## config.mk

```make
export PLATFORM = sky130hd
export DESIGN_NAME = load_latency_hazard_unit
export DESIGN_NICKNAME = d
export VERILOG_FILES = /design/src/rtl/load_latency_hazard_unit_pkg.sv /design/src/rtl/load_latency_hazard_unit_load_scoreboard.sv /design/src/rtl/load_latency_hazard_unit.sv
export SDC_FILE = /design/constraint.sdc
export NUM_CORES = 1
export LEC_CHECK = 0
export CORE_ASPECT_RATIO = 1.5
export CORE_MARGIN = 8
export CORE_UTILIZATION = 30
export CTS_CLUSTER_SIZE = 16
export DETAILED_ROUTE_END_ITERATION = 12
export GPL_TIMING_DRIVEN = 1
export PLACE_DENSITY = 0.57
export SKIP_LAST_GASP = 1
export SYNTH_ARGS = -nofsm -noshare
export SYNTH_HDL_FRONTEND = slang
export SYNTH_SLANG_ARGS = --single-unit
```

## constraint.sdc

```tcl
create_clock -name clk -period 7.37 [get_ports clk]
set_clock_uncertainty 0.15 [all_clocks]
set_input_delay 1.1055 -clock clk [delete_from_list [all_inputs] [get_ports clk]]
set_output_delay 1.1055 -clock clk [all_outputs]
set_load 0.1 [all_outputs]
```

## src/rtl/load_latency_hazard_unit_pkg.sv

```systemverilog
`default_nettype none
// ============================================================================
// Module      : load_latency_hazard_unit_pkg
// Description : Shared constants and helpers for the load-latency hazard unit.
// Revision    : 1.0
// ============================================================================
package load_latency_hazard_unit_pkg;

    localparam int AW       = 5;
    localparam int MAX_SRC  = 8;
    localparam int LOAD_LAT = 1;
    localparam logic [AW-1:0] REG_ZERO = '0;
    localparam int CW = (LOAD_LAT > 1) ? $clog2(LOAD_LAT) : 1;

    // Counter width for an arbitrary latency; always at least one bit.
    function automatic int cnt_width(input int lat);
        return (lat > 1) ? $clog2(lat) : 1;
    endfunction

    function automatic logic [AW-1:0] load_slice(input logic [MAX_SRC*AW-1:0] addrs,
                                                 input int i);
        return addrs[i*AW +: AW];
    endfunction

endpackage
`default_nettype wire

```

## src/rtl/load_latency_hazard_unit_load_scoreboard.sv

```systemverilog
`default_nettype none
// ============================================================================
// Module      : load_scoreboard
// Description : Per-register countdown of loads still in flight beyond EX.
// Revision    : 1.0
// ============================================================================
module load_scoreboard #(
    parameter int AW       = 5,
    parameter int NUM_REGS = 32,
    parameter int LOAD_LAT = 1
) (
    input  logic                clk,
    input  logic                rst,
    input  logic                ld_valid,
    input  logic [AW-1:0]       ld_rd,
    input  logic                freeze,
    output logic [NUM_REGS-1:0] busy
);
    import load_latency_hazard_unit_pkg::*;

    localparam int              SB_CW  = cnt_width(LOAD_LAT);
    localparam logic [SB_CW-1:0] RELOAD = SB_CW'(LOAD_LAT - 1);

    logic [SB_CW-1:0] cnt_q [NUM_REGS];
    logic [SB_CW-1:0] cnt_d [NUM_REGS];

    always_comb begin
        for (int r = 0; r < NUM_REGS; r++) begin
            cnt_d[r] = cnt_q[r];
            if (!freeze && (cnt_q[r] != '0)) begin
                cnt_d[r] = cnt_q[r] - SB_CW'(1);
            end
        end
        // A new load overrides the decrement of its own entry.
        if (!freeze && ld_valid && (LOAD_LAT > 1)) begin
            cnt_d[ld_rd] = RELOAD;
        end
    end

    always_ff @(posedge clk) begin
        if (rst) begin
            for (int r = 0; r < NUM_REGS; r++) begin
                cnt_q[r] <= '0;
            end
        end else begin
            cnt_q <= cnt_d;
        end
    end

    generate
        for (genvar gr = 0; gr < NUM_REGS; gr++) begin : g_busy
            assign busy[gr] = (cnt_q[gr] != '0);
        end
    endgenerate

endmodule
`default_nettype wire

```

## src/rtl/load_latency_hazard_unit.sv

```systemverilog
`default_nettype none
// ============================================================================
// Module      : load_latency_hazard_unit
// Description : ID-stage load-use / mispredict / freeze control with stall stats.
// Revision    : 1.0
// ============================================================================
module load_latency_hazard_unit #(
    parameter int AW       = 5,
    parameter int NUM_REGS = 32,
    parameter int NUM_SRC  = 2,
    parameter int LOAD_LAT = 1,
    parameter int STAT_W   = 16
) (
    input  logic                  clk,
    input  logic                  rst,
    input  logic [NUM_SRC*AW-1:0] rs_addr,
    input  logic [NUM_SRC-1:0]    rs_used,
    input  logic [AW-1:0]         rd_ex,
    input  logic                  MemRead_ex,
    input  logic                  branch_taken,
    input  logic                  branch_prediction,
    input  logic                  mem_stall,
    output logic                  nop,
    output logic                  flush,
    output logic                  IF_ID_Write,
    output logic                  PC_Write,
    output logic [NUM_SRC-1:0]    hazard_src,
    output logic [STAT_W-1:0]     stall_count
);
    import load_latency_hazard_unit_pkg::*;

    logic [NUM_REGS-1:0] w_busy;
    logic                w_ld_ex;
    logic [NUM_SRC-1:0]  w_hit;
    logic                w_luh;
    logic [STAT_W-1:0]   stall_count_q;
    logic [STAT_W-1:0]   stall_count_d;

    assign w_ld_ex = MemRead_ex && (rd_ex != AW'(REG_ZERO));

    load_scoreboard #(
        .AW       (AW),
        .NUM_REGS (NUM_REGS),
        .LOAD_LAT (LOAD_LAT)
    ) u_scoreboard (
        .clk      (clk),
        .rst      (rst),
        .ld_valid (w_ld_ex),
        .ld_rd    (rd_ex),
        .freeze   (mem_stall),
        .busy     (w_busy)
    );

    generate
        for (genvar gi = 0; gi < NUM_SRC; gi++) begin : g_src
            logic [AW-1:0] w_rs;
            assign w_rs       = rs_addr[gi*AW +: AW];
            assign w_hit[gi]  = rs_used[gi] && (w_rs != AW'(REG_ZERO)) &&
                                ((w_ld_ex && (w_rs == rd_ex)) || w_busy[w_rs]);
        end
    endgenerate

    assign w_luh = |w_hit;

    always_comb begin
        nop         = 1'b0;
        flush       = 1'b0;
        IF_ID_Write = 1'b1;
        PC_Write    = 1'b1;
        hazard_src  = '0;
        if (!rst) begin
            hazard_src = w_hit;
            // Freeze dominates: EX holds, so branch resolution waits too.
            if (mem_stall) begin
                IF_ID_Write = 1'b0;
                PC_Write    = 1'b0;
            end else if (branch_prediction != branch_taken) begin
                flush       = 1'b1;
                IF_ID_Write = 1'b0;
            end else if (w_luh) begin
                nop         = 1'b1;
                IF_ID_Write = 1'b0;
                PC_Write    = 1'b0;
            end
        end
    end

    always_comb begin
        stall_count_d = stall_count_q;
        if (nop && (stall_count_q != '1)) begin
            stall_count_d = stall_count_q + STAT_W'(1);
        end
    end

    always_ff @(posedge clk) begin
        if (rst) begin
            stall_count_q <= '0;
        end else begin
            stall_count_q <= stall_count_d;
        end
    end

    assign stall_count = stall_count_q;

endmodule
`default_nettype wire

```

**Yosys cells after proc, flatten, opt, wreduce, memory -nomap -nowiden**

Index checks and enable logic that the tools add are counted.

- Bits in registers: 48
- Output and inout bits: 22
- Word-level logic and storage cells: 138

- Add/subtract/negate cells: 33
- Order comparisons: 2
- Eq/ne operators: 4
- Muxes and demuxes: 19
- Reductions and logical operators: 47

Operator list:

| operator | number |
|---|---|
| 1-bit logical AND | 40 |
| 1-bit subtractor (second input constant) | 32 |
| 16-bit by 1-bit adder with 16-bit output (second input constant) | 1 |
| 1-bit two-way mux | 16 |
| 16-bit != test (second input constant) | 1 |
| 5-bit nonzero test | 3 |
| 5-bit by 6-bit < comparator with 1-bit output (second input constant) | 2 |
| 1-bit binary-select mux with 5-bit select | 2 |
| 5-bit == test | 2 |
| 1-bit logical OR | 2 |
| 2-bit two-way mux | 1 |
| 2-bit OR reduction | 1 |
| 1-bit zero test | 1 |
| 1-bit != test | 1 |

**Logic depth before layout (Yosys ltp)**

- Depth after elaboration: 11
- Mapped depth: 11
- Mapped depth without buffers: 8

**Hierarchy**

A second synthesis with hierarchy kept.

- Cells, all modules: 261
- Area total of the unflattened synthesis: 2,783.9 um^2

By module, submodules not included:

| module | instances | cells each | area each (um^2) | seq. area each (um^2) |
|---|---|---|---|---|
| load_latency_hazard_unit | 1 | 191 | 1,785.5 | 320.3 |
| load_scoreboard | 1 | 70 | 998.5 | 640.6 |

**Least setup slack after synthesis**

OpenSTA, ideal clock, no wires.

- Kind: input-to-output
- Start point: in rs_addr[5]
- End point: out hazard_src[1]
- Arrival: 3.950 ns
- Data required time: 6.115 ns
- Slack: 2.165 ns
- Stages on the path: 6
- Path through: buf_2 mux4_2 a22oi_1 o211ai_1 a21oi_1 nor3_1

- Cells in the longest elaborated chain, start to end: 5
- Elaborated cells on any way between the ends: 9

Ends and longest elaborated chain:

| element | line | source |
|---|---|---|
| from (decl) | load_latency_hazard_unit.sv:16 | `input logic [NUM_SRC*AW-1:0] rs_addr,` |
| 1-bit binary-select mux with 5-bit select / 5-bit == test (equally long branches) | load_latency_hazard_unit.sv:59 | `((w_ld_ex && (w_rs == rd_ex)) \|\| w_busy[w_rs]);` |
| 1-bit two-way mux (not written as such) / 1-bit logical AND (equally long branches) | load_latency_hazard_unit.sv:59 |  |
| 1-bit logical OR | load_latency_hazard_unit.sv:59 |  |
| 1-bit logical AND (*) | load_latency_hazard_unit.sv:58 | `assign w_hit[gi] = rs_used[gi] && (w_rs != AW'(REG_ZERO)) &&` |
| 2-bit two-way mux (*) | load_latency_hazard_unit.sv:71 | `if (!rst) begin` |
| to (decl) | load_latency_hazard_unit.sv:27 | `output logic [NUM_SRC-1:0] hazard_src,` |

Mark *: on every way between the ends. The rest lies on a longest branch, timed or not. The select of a mux whose other input is x is not followed.

**Worst setup path in the final report**

- Start point: in rs_addr[1]
- End point: out PC_Write

- Cells in the longest elaborated chain, start to end: 9
- Elaborated cells on any way between the ends: 13

Ends and longest elaborated chain:

| element | line | source |
|---|---|---|
| 1-bit binary-select mux with 5-bit select / 5-bit == test (equally long branches) | load_latency_hazard_unit.sv:59 |  |
| 1-bit two-way mux (not written as such) / 1-bit logical AND (equally long branches) | load_latency_hazard_unit.sv:59 |  |
| 1-bit logical OR | load_latency_hazard_unit.sv:59 |  |
| 1-bit logical AND (*) | load_latency_hazard_unit.sv:58 |  |
| 2-bit OR reduction (*) | load_latency_hazard_unit.sv:63 | `assign w_luh = \|w_hit;` |
| 1-bit two-way mux (*) | load_latency_hazard_unit.sv:80 | `end else if (w_luh) begin` |
| 1-bit two-way mux (*) | load_latency_hazard_unit.sv:77 | `end else if (branch_prediction != branch_taken) begin` |
| 1-bit two-way mux (*) | load_latency_hazard_unit.sv:74 | `if (mem_stall) begin` |
| 1-bit two-way mux (*) | load_latency_hazard_unit.sv:71 |  |
| to (decl) | load_latency_hazard_unit.sv:26 | `output logic PC_Write,` |

Marks and branches as above.

==> flow_summary.ini <==
[final_layout]
nNetsFinal = 318
drive_gt1_share_pct = 13.6
diodes = 0
syn_to_final_growth_pct = 23.2

[synthesis]
synthMostInstantiatedCell = dfxtp_1
yosysWarnings = 0
ys_seq_area_share_pct = 36.3
synth.top_cell.area_share_pct = 36.3
synth-async-reset-ratio_pct = 0
yosys_register_bits = 48
synth_cell_types = 57
synth_top_family_by_area = simple AND/OR/NAND/NOR gates
synthAdderAreaFrac_pct = 0.473
ys.flop_type = dfxtp_1
synth_area_um2 = 2640
synthTopCellsByArea = dfxtp_1 (36%), and2_1 (8.5%), mux4_2 (7.7%)
synth_nets = 281
synth.avg_cell_area_um2 = 10.3
netlist_instances = 257
synth_edf_count = 0
synthSimpleGateAreaFrac_pct = 25.7
ys_top_cells_by_count = dfxtp_1 (48), and2_1 (36), nand3_1 (11), mux4_2 (9)
synth.area.mux_share_pct = 16.1
synth_compound_area_share_pct = 12.3
synthXorXnorAreaFrac_pct = 3.64
synth_top_area_cell = dfxtp_1

[route]
ant_nets = 0
wl_mm = 6.15
wl_per_cell_um = 15.2
avgViaCountPerCell = 5.00
drt_first_pass_iters = 4
num_vias = 2023
drc_errors = 0
drtIter0Drc = 73

[grt]
grt_pass1_vias = 2077
grt_max_degree = 33
grt_pass1_wl_mm = 10.3
antenna_found_initial = 0
grt.total_usage_pct = 10.5
grt_overflow = 0

[floorplanning]
start_util_pct = 30.3
die-area_um2 = 12100
core_area_um2 = 8720
rows = 42
ioPinCount = 45
fp.dieW_um = 92.7
die_h_um = 131

[timing]
setup_violations = 0
tightest_slew_ns = 0.989
setup_tns_ns = 0
fin_crit_ns = 6.07
slew_headroom_pct = 33.9
finalHoldViolations = 0
finalCritPeriodShare_pct = 82.3
clock.fmax_mhz = 165
final_max_slew_viol_count = 0
rsz0062_at_grt = no

[pwr]
p_leak_nw = 1.18
p_clk_share_pct = 41.0
switching_share_pct = 24.0
comb_power_share_pct = 12.2
finalPower_mw = 0.555
power.density_nw_per_um2 = 170
ir_worst_vdd_uv = 97.0
pwr-share-seq_pct = 46.8
p_int_mw = 0.422
switchingPower_mw = 0.133

[clocking]
htree_levels = 2
cts_tree = yes
clk_pin_slew_worst_paths_ns = 0.06
cts_made_buffers = 5
cts_buffer_depth = 2
cts_sinks = 48
holdBufCountCts = 0
cts_root_buffer = clkbuf_16
clock_latency_ns = 0.28
post_cts_resize_count = 0
post-cts-setup-buffers = 0

[setup_path]
cp-start-kind = input port
cp.required_ns = 6.11
critPathKind = input port to primary output
end_kind = primary output
critical_path.max_fanout = 13
worstPathArrival_ns = 4.81

[placement]
place_congestion = 0.746
dp.final_hpwl_mm = 4.61
io_buffers = 44

[worst_hold_path]
hold_class = register to register

[status]
outcome = completed

[job]
drv_cap = 0
## metal layers
metal  track usage (%)  part of all wire [%]  vias to the layer above  routed length (um)
met4              3.71                   1.1                        0                  68
met1              11.8                    44                      954                2730
met3              2.29                   4.6                        5                 282
met5                 0                     0                        -                   0
met2              19.0                    50                       45                3070
li1                  -                     -                     1019                   -
## kinds of logic (layout without fill, tap and decap cells)
kind of cell / after synthesis / in the layout
flops: 48 / 48
buf+inv: 20 / 58
xor+xnor: 11 / 11
compound gates: 41 / 41
fa+ha+maj: 1 / 1
mux: 24 / 24
simple gates: 112 / 112
## metrics by stage
stage               cell area, um2  setup slack [ns]  hold WS (ns)  util (%)  std cells
CTS                           3260              1.25         0.331      37.3        405
global placement              3110              1.28         0.308      35.7        397
finish                        3260              1.30         0.329      37.3        405
floorplan                     2640              2.16         0.285         -        257
detailed placement            3110              1.26         0.310      35.7        397
global route                  3260              1.05         0.343      37.3        405
## registers in the layout (all words and copies together) (netlist names)
name and count:
stall_count 16, u_scoreboard.busy 32
## path summary, 6_finish.rpt
| kind | from | slack (ns) | to | cells past startpoint |
|---|---|---|---|---|
| worst min register to register | u_scoreboard.busy[31] | 0.33 | u_scoreboard.busy[31] | 1 |
| worst max register to register | u_scoreboard.busy[3] | 4.71 | stall_count[15] | 8 |
| worst max-delay path | rs_addr[1] | 1.30 | PC_Write | 9 |
| worst min-delay path | u_scoreboard.busy[31] | 0.33 | u_scoreboard.busy[31] | 1 |
## cell usage in the layout (no fill, tap or decap), drive strengths merged, types with 8 or more instances in the layout
cell and instances:
a21oi 9, nor2 9, o21ai 8, dfxtp 48, and2 36, nand3 12
clkbuf 8, clkdlybuf4s50 44, nor2b 8, mux4 13, nand2 8
## critical path: stages
cell and delay, ns:
clkdlybuf4s50_1 0.91, mux4_1 0.65, a221oi_2 0.28, o31ai_1 0.13
a21oi_2 0.20, o22ai_1 0.13, a21oi_1 0.16, or2_2 0.11
clkdlybuf4s50_1 1.13
## power groups by stage
stage	sequential, mW	clock (mW)	combinational (mW)
floorplan	0.267	0	0.0441
global placement	0.266	0	0.0682
detailed placement	0.266	0	0.0685
CTS	0.260	0.234	0.0686
global route	0.260	0.245	0.0733
finish	0.260	0.228	0.0680
## layout make-up
type | count | area, um2
clock buffer | 8 | 146
fill | 912 | 5470
inverter | 4 | 17.5
multi-input combinational | 189 | 1540
sequential | 48 | 961
tap | 110 | 138
timing repair buffer | 46 | 455
Note: power is estimated with default switching activity, not from simulation.
